[config.mk]
export PLATFORM = sky130hd
export DESIGN_NAME = mvu_csr_dispatch
export DESIGN_NICKNAME = d
export VERILOG_FILES = /design/src/rtl/mvu_csr_dispatch.sv
export SDC_FILE = /design/constraint.sdc
export NUM_CORES = 1
export LEC_CHECK = 0
export ABC_CLOCK_PERIOD_IN_PS = 5970
export CAP_MARGIN = 20
export CELL_PAD_IN_SITES_DETAIL_PLACEMENT = 1
export CELL_PAD_IN_SITES_GLOBAL_PLACEMENT = 1
export CORE_MARGIN = 10
export CORE_UTILIZATION = 53
export CTS_CLUSTER_SIZE = 28
export DETAILED_ROUTE_END_ITERATION = 8
export GPL_TIMING_DRIVEN = 0
export PLACE_DENSITY = 0.91
export SLEW_MARGIN = 20
export SYNTH_ARGS = -nofsm -noshare
export SYNTH_HDL_FRONTEND = slang
export SYNTH_SLANG_ARGS = --single-unit
[constraint.sdc]
create_clock -name clk -period 5.97 [get_ports clk]
set_input_delay 1.194 -clock clk [delete_from_list [all_inputs] [get_ports clk]]
set_output_delay 1.194 -clock clk [all_outputs]
set_load 0.03 [all_outputs]
[src/rtl/mvu_csr_dispatch.sv]
// CSR write decoder for the MVU array: per-hart config banks and job-start sequencing.
// Each hart has an IDLE/BUSY/DONE controller with sticky error flags and a level irq.
module mvu_csr_dispatch #(
  parameter int          NMVU     = 8,
  parameter int          HID_W    = 3,
  parameter logic [11:0] CSR_BASE = 12'hF20
) (
  input  logic             clk,
  input  logic             rst_n,
  input  logic             csr_wr_valid,
  output logic             csr_wr_ready,
  input  logic [HID_W-1:0] csr_wr_hart,
  input  logic [11:0]      csr_wr_addr,
  input  logic [31:0]      csr_wr_data,
  output logic [NMVU-1:0]  mvu_start,
  output logic [15:0]      mvu_wbase,
  output logic [15:0]      mvu_ibase,
  output logic [15:0]      mvu_obase,
  output logic [11:0]      mvu_prec,
  output logic [15:0]      mvu_countdown,
  input  logic [NMVU-1:0]  mvu_done,
  output logic [NMVU-1:0]  mvu_irq,
  output logic [NMVU-1:0]  err_busy,
  output logic [NMVU-1:0]  err_cfg
);

  typedef enum logic [1:0] {
    S_IDLE,
    S_BUSY,
    S_DONE
  } state_t;

  state_t      state_q [NMVU];
  state_t      state_d [NMVU];

  logic [15:0] wbase_r [NMVU];
  logic [15:0] ibase_r [NMVU];
  logic [15:0] obase_r [NMVU];
  logic [11:0] prec_r  [NMVU];
  logic [15:0] cd_r    [NMVU];

  logic            ready_q;
  logic [11:0]     off;
  logic            hit;
  logic [NMVU-1:0] sel;
  logic [NMVU-1:0] cmd_v;
  logic [NMVU-1:0] ack_v;
  logic [NMVU-1:0] start_d;
  logic [NMVU-1:0] irq_d;
  logic [NMVU-1:0] eb_d;
  logic [NMVU-1:0] ec_d;

  assign csr_wr_ready = ready_q;

  // Offset wraps for addresses below the base, so one compare covers both window edges.
  assign off = csr_wr_addr - CSR_BASE;
  assign hit = csr_wr_valid && ready_q && (off < 12'd7) && (int'(csr_wr_hart) < NMVU);

  always_comb begin
    sel   = '0;
    cmd_v = '0;
    ack_v = '0;
    for (int unsigned i = 0; i < NMVU; i++) begin
      sel[i]   = hit && (csr_wr_hart == HID_W'(i));
      cmd_v[i] = sel[i] && (off == 12'd5) && csr_wr_data[0];
      ack_v[i] = sel[i] && (off == 12'd6);
    end
  end

  always_ff @(posedge clk) begin
    for (int unsigned i = 0; i < NMVU; i++) begin
      if (!rst_n) begin
        wbase_r[i] <= '0;
        ibase_r[i] <= '0;
        obase_r[i] <= '0;
        prec_r[i]  <= '0;
        cd_r[i]    <= '0;
      end else if (sel[i]) begin
        case (off)
          12'd0:   wbase_r[i] <= csr_wr_data[15:0];
          12'd1:   ibase_r[i] <= csr_wr_data[15:0];
          12'd2:   obase_r[i] <= csr_wr_data[15:0];
          12'd3:   prec_r[i]  <= csr_wr_data[11:0];
          12'd4:   cd_r[i]    <= csr_wr_data[15:0];
          default: ;
        endcase
      end
    end
  end

  always_comb begin
    start_d = '0;
    irq_d   = mvu_irq;
    eb_d    = err_busy;
    ec_d    = err_cfg;
    for (int unsigned i = 0; i < NMVU; i++) begin
      state_d[i] = state_q[i];
      case (state_q[i])
        S_IDLE, S_DONE: begin
          if (cmd_v[i]) begin
            if (cd_r[i] == '0) begin
              ec_d[i] = 1'b1;
            end else begin
              start_d[i] = 1'b1;
              irq_d[i]   = 1'b0;
              state_d[i] = S_BUSY;
            end
          end else if (ack_v[i]) begin
            eb_d[i] = 1'b0;
            ec_d[i] = 1'b0;
            if (state_q[i] == S_DONE) begin
              irq_d[i]   = 1'b0;
              state_d[i] = S_IDLE;
            end
          end
        end
        S_BUSY: begin
          // Acks are ignored here, so a coincident done always wins.
          if (cmd_v[i]) begin
            eb_d[i] = 1'b1;
            if (cd_r[i] == '0) ec_d[i] = 1'b1;
          end
          if (mvu_done[i]) begin
            irq_d[i]   = 1'b1;
            state_d[i] = S_DONE;
          end
        end
        default: state_d[i] = S_IDLE;
      endcase
    end
  end

  always_ff @(posedge clk) begin
    if (!rst_n) begin
      ready_q       <= 1'b0;
      mvu_start     <= '0;
      mvu_wbase     <= '0;
      mvu_ibase     <= '0;
      mvu_obase     <= '0;
      mvu_prec      <= '0;
      mvu_countdown <= '0;
      mvu_irq       <= '0;
      err_busy      <= '0;
      err_cfg       <= '0;
      for (int unsigned i = 0; i < NMVU; i++) state_q[i] <= S_IDLE;
    end else begin
      ready_q   <= 1'b1;
      mvu_start <= start_d;
      mvu_irq   <= irq_d;
      err_busy  <= eb_d;
      err_cfg   <= ec_d;
      for (int unsigned i = 0; i < NMVU; i++) begin
        state_q[i] <= state_d[i];
        if (start_d[i]) begin
          mvu_wbase     <= wbase_r[i];
          mvu_ibase     <= ibase_r[i];
          mvu_obase     <= obase_r[i];
          mvu_prec      <= prec_r[i];
          mvu_countdown <= cd_r[i];
        end
      end
    end
  end

endmodule
==> results of run 1 <==
[metal layers]
metal	up-vias	routed length [um]
met1	13800	48500
li1	10800	-
met5	-	202
met3	815	23700
met4	10	11900
met2	2873	62600
[cell families after synthesis]
group / Yosys count / synth area share
AND/OR/NAND/NOR: 1345 / 0.222
AO/OA/AOI/OAI: 491 / 0.106
buffers and inverters: 258 / 0.0323
adder cells (fa/ha/maj): 1 / 0.000382
XOR/XNOR: 3 / 0.00103
multiplexers: 16 / 0.00493
flip-flops: 733 / 0.634
[state kept, by name (all words and copies together), names as in the netlist]
name and count:
csr_wr_ready 1, obase_r 128, mvu_irq 8, mvu_obase 16, err_cfg 8, wbase_r 128
cd_r 128, prec_r 96, mvu_start 8, mvu_prec 12, err_busy 8, mvu_wbase 16
mvu_ibase 16, mvu_countdown 16, state_q 16, ibase_r 128
[stage by stage]
stage | setup TNS [ns] | util | setup slack, ns | std cells | power, mW
6_report | 0 | 0.624 | 0.267 | 3975 | 11.3
5_1_grt | 0 | 0.623 | 0.579 | 3959 | 11.4
4_1_cts | 0 | 0.622 | 0.811 | 3952 | 11.2
3_5_place_dp | 0 | 0.579 | 0.251 | 3807 | 6.17
3_3_place_gp | -130.42 | 0.571 | -1.00 | 3775 | 6.12
2_1_floorplan | 0 | - | 1.50 | 2847 | 5.92
[worst min-delay path, cell delays in order, from the launching register on]
cell     delay, ns
dfxtp_1       0.32
nand2_1       0.06
a21oi_1       0.05
[final timing paths]
kind | slack (ns) | to
worst max-delay path | 0.27 | mvu_wbase[2]
worst min-delay path | 0.48 | err_busy[4]
worst max register to register | 0.80 | mvu_wbase[2]
worst min register to register | 0.48 | err_busy[4]
[cell type report]
cell class | instances | area, um2 | share of cell area
clock buffers | 96 | 2160 | 0.0564
diodes | 17 | 42.5 | 0.00111
plain buffers | 247 | 1020 | 0.0267
well taps | 790 | 988 | 0.0258
flip-flops and latches | 733 | 20800 | 0.541
repair buffers | 176 | 1800 | 0.0469
inverters | 11 | 41.3 | 0.00108
clock inverters | 49 | 470 | 0.0123
multi-input cells | 1856 | 11100 | 0.289
[power groups by stage]
stage | Combinational, mW | Sequential, mW | Clock, mW
2_1_floorplan | 0.158 | 5.76 | 0
3_3_place_gp | 0.345 | 5.78 | 0
3_5_place_dp | 0.394 | 5.78 | 0
4_1_cts | 0.404 | 5.67 | 5.09
5_1_grt | 0.436 | 5.68 | 5.31
6_report | 0.442 | 5.67 | 5.18
[placed cells by master, fill, tap and decap left out, types with 10 or more instances in the layout]
cell type          n
a211oi_1          11
a211oi_2          10
a21o_1            16
a21oi_1          136
a221oi_1          19
a31oi_1           29
and2_1           611
and3_1            17
buf_1             14
buf_2             22
buf_4             13
buf_6             28
clkbuf_1         203
clkbuf_16         82
clkdlybuf4s50_1  138
clkinv_1          13
clkinv_2          17
dfxtp_1          125
diode_2           17
edfxtp_1         608
inv_1             11
mux2i_1           15
nand2_1          294
nand2b_1          10
nand3_1          104
nand3b_1          12
nand4_1           12
nor2_1           157
nor3_1            25
nor4_1            47
o211ai_1          11
o21a_1            35
o21ai_0           37
o21ai_2           35
o221a_2           41
o221ai_1          59
o22ai_1           17
or3_1             15
==> results.py, run 1 <==
metrics = {
    "drt": {
        "first_iter_violations": 4847,
        "drt-vias-per-instance": 7.11,
        "drc_errors": 0,
        "postRouteAntennaNets": 0,
        "wl_per_cell_um": 37.0,
        "routed_wl_um": 147000,
        "dr.pass1.iters": 6,
        "vias": 28300,
    },
    "sta": {
        "setup_viol": 0,
        "rsz0062_at_grt": "false",
        "report.final.hold_viol_count": 0,
        "max_freq_mhz": 175,
        "period_share": 0.955,
        "worst_slew_pin_slew_ns": 1.39,
        "relSlewSlack": 0.0634,
        "fin_crit_ns": 5.70,
        "fin_skew_ns": 0.0330,
        "finalMaxSlewViolations": 0,
        "holdWs_ns": 0.480,
    },
    "pwr": {
        "switching_share": 0.235,
        "p_per_area_nw_per_um2": 294,
        "p_int_mw": 8.65,
        "p_leak_nw": 14.1,
        "power.switching_mw": 2.65,
        "p_seq_frac": 0.502,
        "pwr-share-comb": 0.039,
        "clkPwrFrac": 0.458,
        "ir_worst_vdd_uv": 228,
    },
    "clock_tree": {
        "clk_pin_slew_worst_paths_ns": 0.06,
        "cts_resized": 0,
        "clock-root-buffer": "clkbuf_16",
        "cts_tree": "yes",
        "clk_latency_ns": 0.67,
        "htreeDepth": 3,
        "clock-sinks": 733,
        "cts_hold_buf": 0,
        "cts_buffer_depth": 3,
        "cts_setup_buffers": 0,
        "cts_made_buffers": 78,
    },
    "finish": {
        "fill_cells": 6210,
        "area_growth_pct": 17.2,
        "fin_area_um2": 38400,
        "final_layout_size_suffix_gt1_frac": 0.0969,
        "fin_nets": 3162,
    },
    "synth": {
        "yosysMostFrequentCell": "and2_1",
        "yosysTopAreaCellShare": 0.558,
        "yosys.cell_types.count": 66,
        "synth_area_leader_cell": "edfxtp_1",
        "synth_edf_count": 608,
        "synthTopCellsByCount": "and2_1, edfxtp_1, nand2_1",
        "ys_seq_elements": 733,
        "synthArstFlopShare": 0,
        "seq_area_frac_synth": 0.634,
        "yosys-top-cells-area": "edfxtp_1, and2_1, dfxtp_1, nand2_1, clkbuf_1",
        "ys.flop_type": "edfxtp_1",
        "yosysWarnings": 0,
        "syn_avg_cell_area_um2": 11.5,
        "post_synth_inst_count": 2847,
        "synthesis.area_um2": 32700,
        "syn_nets": 2906,
    },
    "floorplanning": {
        "core_area_um2": 61500,
        "dieWidth_um": 269,
        "rows": 91,
        "die_area_um2": 72100,
        "die_h_um": 269,
        "io_pins": 167,
        "start_util": 0.533,
    },
    "min_path": {
        "min_path_cells": 2,
        "min_from": "err_busy[4]",
        "holdCritPathClass": "reg2reg",
    },
    "setup_path": {
        "path_depth": 13,
        "critPathLaunchType": "input pin",
        "cp_cell_sequence": "clkdlybuf4s50_1 > inv_1 > ha_1 > xor2_2 > nor4_4 > nand3_1 > or2_2 > clkbuf_1 > nand2_1 > buf_2 > nor4_1 > a221oi_1 > a211oi_2",
        "crit_buf_inv": 4,
        "reg2reg_depth": 9,
        "crit_path_end_kind": "register",
        "reg2reg_from": "cd_r[0][44]",
        "crit_slowest_cell": "nor4_1",
        "arrival_ns": 6.28,
        "crit_start": "csr_wr_addr[5]",
        "cp_slowest_stage_delay_ns": 1.19,
        "critPathRequiredTime_ns": 6.55,
        "critical_path_class": "in2reg",
        "path_delay_family": "simple AND/OR/NAND/NOR gates",
        "critPathMaxFanout": 10,
    },
    "global_route": {
        "grt_pass1_wl_um": 205000,
        "gr-total-overflow": 0,
        "met3_usage": 0.171,
        "grt_pass1_vias": 28800,
        "busiest_layer": "met2",
        "gr-usage-met1": 0.466,
        "track_usage": 0.400,
        "antenna_found_initial": 14,
        "grt_max_degree": 17,
        "grt_use_met2": 0.590,
    },
    "flow_run": {
        "drv_cap": 0,
    },
    "place": {
        "dpl.hpwl_um": 100000,
        "io_buffers": 138,
        "placed_cell_area_um2": 35600,
        "place.gp.congestion": 1.01,
    },
    "outcome": {
        "status": "finished, final reports clean",
    },
}
Note: power is estimated with default switching activity, not from simulation.
==> run 2, diff against run 1 <==
- CORE_UTILIZATION: 53 -> 30
- PLACE_DENSITY: 0.91 -> 0.58
==> run 2 against run 1 <==
Clock power is 4.6% lower. Maximum frequency is 6.8% higher. Power is 2.4% lower. Largest cell class unchanged. Non-clock buffer count is 5 lower. Worst hold slack worse by 0.0016 ns. Register-to-register slack better by 0.11 ns. Sequential cell count stayed put. Critical path depth stayed put. Sequential power hardly changed. Setup slack better by 0.36 ns. Sequential share of layout area is 1.0 points lower. Wire length is 2.2% lower.
==> results.py, run 2 (synthesis results as in run 1) <==
metrics = {
    "outcome": {
        "status": "finished, final reports clean",
    },
    "drt": {
        "drc_errors": 0,
        "dr.pass1.iters": 6,
        "drt-vias-per-instance": 5.48,
        "vias": 25100,
        "routed_wl_um": 144000,
        "first_iter_violations": 2819,
        "wl_per_cell_um": 31.3,
        "postRouteAntennaNets": 0,
    },
    "clock_tree": {
        "cts_resized": 0,
        "cts_setup_buffers": 0,
        "clk_latency_ns": 0.66,
        "htreeDepth": 3,
        "cts_tree": "yes",
        "clk_pin_slew_worst_paths_ns": 0.07,
        "cts_made_buffers": 80,
        "cts_buffer_depth": 3,
        "clock-root-buffer": "clkbuf_16",
        "clock-sinks": 733,
        "cts_hold_buf": 0,
    },
    "sta": {
        "worst_slew_pin_slew_ns": 1.22,
        "report.final.hold_viol_count": 0,
        "fin_skew_ns": 0.0334,
        "finalMaxSlewViolations": 0,
        "setup_viol": 0,
        "relSlewSlack": 0.189,
        "rsz0062_at_grt": "false",
        "layout_setup_ws_ns": 0.629,
        "period_share": 0.895,
        "setup_tns_ns": 0,
        "max_freq_mhz": 187,
        "fin_crit_ns": 5.34,
    },
    "floorplanning": {
        "die_area_um2": 123000,
        "io_pins": 167,
        "die_h_um": 350,
        "dieWidth_um": 350,
        "core_area_um2": 109000,
        "rows": 121,
        "start_util": 0.302,
    },
    "min_path": {
        "min_from": "err_busy[1]",
        "min_path_cells": 2,
        "holdCritPathClass": "reg2reg",
        "min_to": "err_busy[1]",
    },
    "finish": {
        "area_growth_pct": 19.4,
        "fill_cells": 11800,
        "final_common_cell": "and2_1",
        "utilization": 0.360,
        "fin_nets": 3159,
        "final_layout_size_suffix_gt1_frac": 0.0958,
        "final_cell_mix": "and2_1, edfxtp_1, nand2_1",
        "final_cell_count_no_fill": 4583,
    },
    "place": {
        "place_inst": 4432,
        "io_buffers": 138,
        "dpl.hpwl_um": 106000,
        "pre_cts_slack_ns": 0.0733,
        "place.gp.congestion": 0.904,
    },
    "global_route": {
        "grt_pass1_wl_um": 197000,
        "grt_max_degree": 17,
        "antenna_found_initial": 18,
        "gr-total-overflow": 0,
        "track_usage": 0.228,
        "grt_pass1_vias": 24900,
    },
    "setup_path": {
        "reg2reg_from": "cd_r[0][44]",
        "crit_slowest_cell": "a221oi_1",
        "critPathMaxFanout": 10,
        "crit_path_end_kind": "register",
        "cp_slowest_stage_delay_ns": 0.73,
        "reg2reg_to": "mvu_countdown[2]",
        "critPathLaunchType": "input pin",
        "cp_cell_sequence": "clkdlybuf4s50_1 > inv_1 > ha_1 > nand3b_2 > nor4_4 > nand3_1 > or2_2 > clkbuf_1 > nand2_1 > buf_2 > nor4_1 > a221oi_1 > a211oi_2",
        "reg2reg_depth": 9,
        "path_delay_family": "simple AND/OR/NAND/NOR gates",
        "critPathRequiredTime_ns": 6.48,
        "arrival_ns": 5.85,
        "critical_path_class": "in2reg",
        "crit_buf_inv": 4,
        "r2r_setup_slack_ns": 0.91,
    },
    "pwr": {
        "finalPower_mw": 11.0,
        "p_per_area_nw_per_um2": 282,
        "p_leak_nw": 14.1,
        "ir_worst_vdd_uv": 187,
    },
    "flow_run": {
        "drv_cap": 0,
    },
}
==> run 2: cell types whose count changed in the layout (fill, tap and decap cells not counted), moves of 7 or more <==
cell | previous run | this run
clkbuf_2 | 6 | 19
diode_2 | 17 | 5
buf_6 | 28 | 19
o21ai_4 | 1 | 10
clkinv_2 | 17 | 10
o21ai_2 | 35 | 28
==> run 2: worst min-delay path, delay by kind of cell, from the launching register on <==
family	cells	cell delay, ns
AOI/OAI and AO/OA	1	0.05
DFF	1	0.32
and+or+nand+nor	1	0.06
==> run 2: cell type report <==
| class | instances | area (um2) | area share |
|---|---|---|---|
| Antenna cell | 5 | 12.5 | 0.000320 |
| Buffer | 247 | 1040 | 0.0266 |
| Clock buffer | 121 | 2330 | 0.0597 |
| Clock inverter | 25 | 185 | 0.00474 |
| Inverter | 11 | 41.3 | 0.00106 |
| Multi-Input combinational cell | 1856 | 11100 | 0.285 |
| Sequential cell | 733 | 20800 | 0.531 |
| Tap cell | 1414 | 1770 | 0.0452 |
| Timing Repair Buffer | 171 | 1810 | 0.0463 |
==> run 2: worst max-delay path by stage <==
| stage | startpoint | endpoint | slack (ns) | cells after the start |
|---|---|---|---|---|
| floorplan | csr_wr_addr[5] | ibase_r[0][48] | 1.50 | 9 |
| global placement | csr_wr_addr[5] | obase_r[1][26] | -1.26 | 10 |
| detailed placement | csr_wr_addr[5] | mvu_countdown[2] | 0.07 | 13 |
| CTS | csr_wr_addr[5] | mvu_countdown[2] | 0.72 | 13 |
| global route | csr_wr_addr[5] | mvu_ibase[6] | 0.51 | 13 |
| finish | csr_wr_addr[5] | mvu_ibase[6] | 0.63 | 13 |
==> run 2: power breakdown <==
group / leakage [nW] / internal [mW] / switching (mW)
logic: 5.35 / 0.0914 / 0.328
registers: 7.54 / 5.62 / 0.0414
clock network: 1.24 / 2.79 / 2.16
==> run 2: metal layers <==
metal / wire [um] / share of wire / vias up / track usage
met1: 61000 / 0.42 / 12900 / 0.311
met3: 12000 / 0.084 / 219 / 0.0382
li1: - / - / 10800 / -
met2: 64700 / 0.45 / 1163 / 0.357
met5: 13 / 0.000091 / - / 0
met4: 5840 / 0.041 / 2 / 0.0979
==> run 2: metrics by stage <==
| step | cell area, um2 | hold slack, ns |
|---|---|---|
| detailed placement | 36600 | 0.468 |
| finish | 39100 | 0.478 |
| global placement | 35900 | 0.466 |
| global route | 39100 | 0.505 |
| CTS | 39100 | 0.478 |
| floorplan | 32700 | 0.499 |
==> RTL edit: new RTL, flow settings as in run 2 <==
Put one more register stage on the output `mvu_countdown`, with the module's reset. The value now appears one clock later. The other outputs are not delayed to match.
--- a/src/rtl/mvu_csr_dispatch.sv
+++ b/src/rtl/mvu_csr_dispatch.sv
@@ -29,6 +29,8 @@
     S_BUSY,
     S_DONE
   } state_t;
+
+  logic [15:0] mvu_countdown_s0;
 
   state_t      state_q [NMVU];
   state_t      state_d [NMVU];
@@ -138,7 +140,7 @@
       mvu_ibase     <= '0;
       mvu_obase     <= '0;
       mvu_prec      <= '0;
-      mvu_countdown <= '0;
+      mvu_countdown_s0 <= '0;
       mvu_irq       <= '0;
       err_busy      <= '0;
       err_cfg       <= '0;
@@ -156,10 +158,18 @@
           mvu_ibase     <= ibase_r[i];
           mvu_obase     <= obase_r[i];
           mvu_prec      <= prec_r[i];
-          mvu_countdown <= cd_r[i];
+          mvu_countdown_s0 <= cd_r[i];
         end
       end
     end
   end
 
+  always_ff @(posedge clk) begin
+    if (!rst_n) begin
+      mvu_countdown <= '0;
+    end else begin
+      mvu_countdown <= mvu_countdown_s0;
+    end
+  end
+
 endmodule
Behaviour: not the same (Yosys sat finds a counterexample within 4 cycles, from zero or initial values and one cycle with rst_n low).
==> RTL edit against run 2 <==
  * Cell area fell by 0.79%
  * Sequential cell count rose by 16
  * Synthesized cell count fell by 9.1%
  * Total power rose by 3.0%
  * Clock power rose by 4.7%
  * First-iteration DRC count fell by 8.5%
  * Wire length fell by 11%
  * Synthesized area fell by 1.3%
  * Maximum frequency rose by 5.6%
  * Setup slack improved by 280 ps
  * Via count fell by 5.4%
==> RTL edit: results (changes against run 2) <==
stage	metric	value	unit	change
placement	dp_hpwl	94420	um	was 105700 um
drt	top_layer	met5		unchanged
min_path	holdPathStages	1		was 2
sta	worst-slew-pin-transition	1211	ps	was 1217 ps
drt	dr_wl_met2	58660	um	was 64730 um
worst_setup_path	r2r_start	cd_r[1][27]$_SDFFCE_PN0P_		was cd_r[0][44]$_SDFFCE_PN0P_
worst_setup_path	reg2reg_depth	9		unchanged
sta	finalHoldViolations	0		unchanged
run_status	status	completed		unchanged
clocking	cts-buffers-inserted	84		was 80
clocking	cts_setup_buffers	0		unchanged
layout	drive_above_1_share	9.850	%	was 9.576%
clocking	clock_latency	670	ps	
synthesis	synth_seq_area_share	65.21	%	was 63.40%
worst_setup_path	crit_start	csr_wr_addr[5]		unchanged
clocking	clock_path_buffers	3		unchanged
clocking	cts_max_level	3		unchanged
clocking	cts_resized	0		unchanged
synthesis	synthArstFlopShare	0	%	unchanged
drt	vias_per_cell	5.479		was 5.481
drt	met1_length	54340	um	was 61000 um
drt	drt-initial-drc-count	2580		was 2819
global_route	antenna_found_initial	31		was 18
drt	dr_wl_met3	11120	um	was 12040 um
synthesis	synth-edff-count	608		unchanged
synthesis	yosysUniqueCellTypes	72		was 66
sta	final-setup-viol-count	0		unchanged
worst_setup_path	r2r-end	mvu_countdown_s0[6]$_SDFFE_PN0P_		was mvu_countdown[2]$_SDFFE_PN0P_
drt	avgRoutedWirePerCell	29.54	um	was 31.34 um
worst_setup_path	rrSetupSlack	1130	ps	was 910 ps
layout	layout.nets	2911		was 3159
placement	port_buffers	137		was 138
synthesis	synth_area_leaders	edfxtp_1, and2_1, dfxtp_1		unchanged
worst_setup_path	crit_path_end	mvu_prec[11]$_SDFFE_PN0P_		was mvu_ibase[6]$_SDFFE_PN0P_
global_route	grt_pass1_vias	24350		was 24930
synthesis	ys_top_cells_by_count	and2_1, edfxtp_1, clkbuf_1		was and2_1, edfxtp_1, nand2_1
worst_setup_path	cp_slowest_cell	nor2_1		was a221oi_1
power	power.leakage	13.73	nW	was 14.13 nW
layout	fillers	11440		was 11750
global_route	grt_pass1_wl	180600	um	was 197400 um
clocking	ctsRootBufferMaster	clkbuf_16		unchanged
global_route	grt_max_degree	17		unchanged
power	vdd_drop_max	182.9	uV	was 186.5 uV
synthesis	synth_ff_type	edfxtp_1		unchanged
placement	place_congestion	0.8778		was 0.9041
worst_setup_path	slowest_delay	760	ps	was 730 ps
synthesis	synth_nets	2648		was 2906
sta	finalClockSkew	40.56	ps	was 33.36 ps
worst_setup_path	crit_fanout	10		unchanged
worst_setup_path	critical_path_arrival	5610	ps	was 5850 ps
clocking	clk_pin_slew_worst_paths	50	ps	was 70 ps
min_path	worstHoldPathType	register to register		unchanged
synthesis	yosys_warnings	0		unchanged
drt	dr.pass1.iters	8		was 6
global_route	grt_usage	20.53	%	was 22.83%
==> RTL edit: cell count changes after synthesis, sizes merged, moves of 29 or more <==
cell,before,now
a222oi,8,59
a21boi,0,67
nand3,104,25
nor2,157,112
o21ai,79,120
mux2i,15,44
o221a,42,3
a221oi,19,58
o221ai,59,16
nand2,297,51
o22ai,17,80
==> RTL edit: worst min-delay path by stage <==
stage | start | to | slack, ps
6_report | mvu_countdown_s0[10]$_SDFFE_PN0P_ | mvu_countdown[10]$_SDFF_PN0_ | 470
5_1_grt | mvu_countdown_s0[10]$_SDFFE_PN0P_ | mvu_countdown[10]$_SDFF_PN0_ | 490
4_1_cts | mvu_countdown_s0[3]$_SDFFE_PN0P_ | mvu_countdown[3]$_SDFF_PN0_ | 480
3_5_place_dp | mvu_irq[5]$_SDFFE_PN0P_ | mvu_irq[5]$_SDFFE_PN0P_ | 470
3_3_place_gp | mvu_countdown_s0[9]$_SDFFE_PN0P_ | mvu_countdown[9]$_SDFF_PN0_ | 460
2_1_floorplan | mvu_countdown_s0[15]$_SDFFE_PN0P_ | mvu_countdown[15]$_SDFF_PN0_ | 420
==> RTL edit: cell type report <==
cell class              instances  area [um2]  share of cell area [%]
diodes                         10       25.02                 0.06451
inverters                       7       26.28                 0.06774
multi-input cells            1599       10390                   26.79
well taps                    1403        1755                   4.526
flip-flops and latches        749       21080                   54.35
clock buffers                 127        2477                   6.387
clock inverters                31       240.2                  0.6193
repair buffers                177        1814                   4.677
plain buffers                 234       978.4                   2.522
==> RTL edit: cell families (layout without fill, tap and decap cells) <==
logic type	count (synthesis)	in the layout	synth area share, %
flip-flops	749	749	65.21
other	0	10	0
multiplexers	44	44	1.362
XOR/XNOR	1	1	0.02710
adder cells (fa/ha/maj)	1	1	0.03870
AO/OA/AOI/OAI	601	601	12.75
AND/OR/NAND/NOR	952	952	17.53
buffers and inverters	241	576	3.081
==> RTL edit: worst max-delay path: cells and delay by family <==
family,cells,cell delay [ps]
adders and majority gates,1,270
buffers and inverters,4,1860
AOI/OAI and AO/OA,2,490
and+or+nand+nor,4,1760
==> RTL edit: layer usage <==
layer / up-vias / global-route usage [%]
li1: 10190 / -
met1: 12250 / 27.59
met2: 1119 / 32.85
met3: 198 / 4.168
met4: 8 / 6.736
met5: - / 0
==> RTL edit: per-stage QoR <==
step                area [um2]  std cells  setup WS [ps]
global placement         35450       4129         -921.7
global route             38760       4327          804.5
detailed placement       36030       4168          37.85
finish                   38790       4337          912.8
floorplan                32330       2589           1567
CTS                      38750       4326          675.8
==> RTL edit: power by group <==
group          internal, W  switching, W
logic            0.0000906      0.000321
registers          0.00573     0.0000443
clock network      0.00296       0.00221
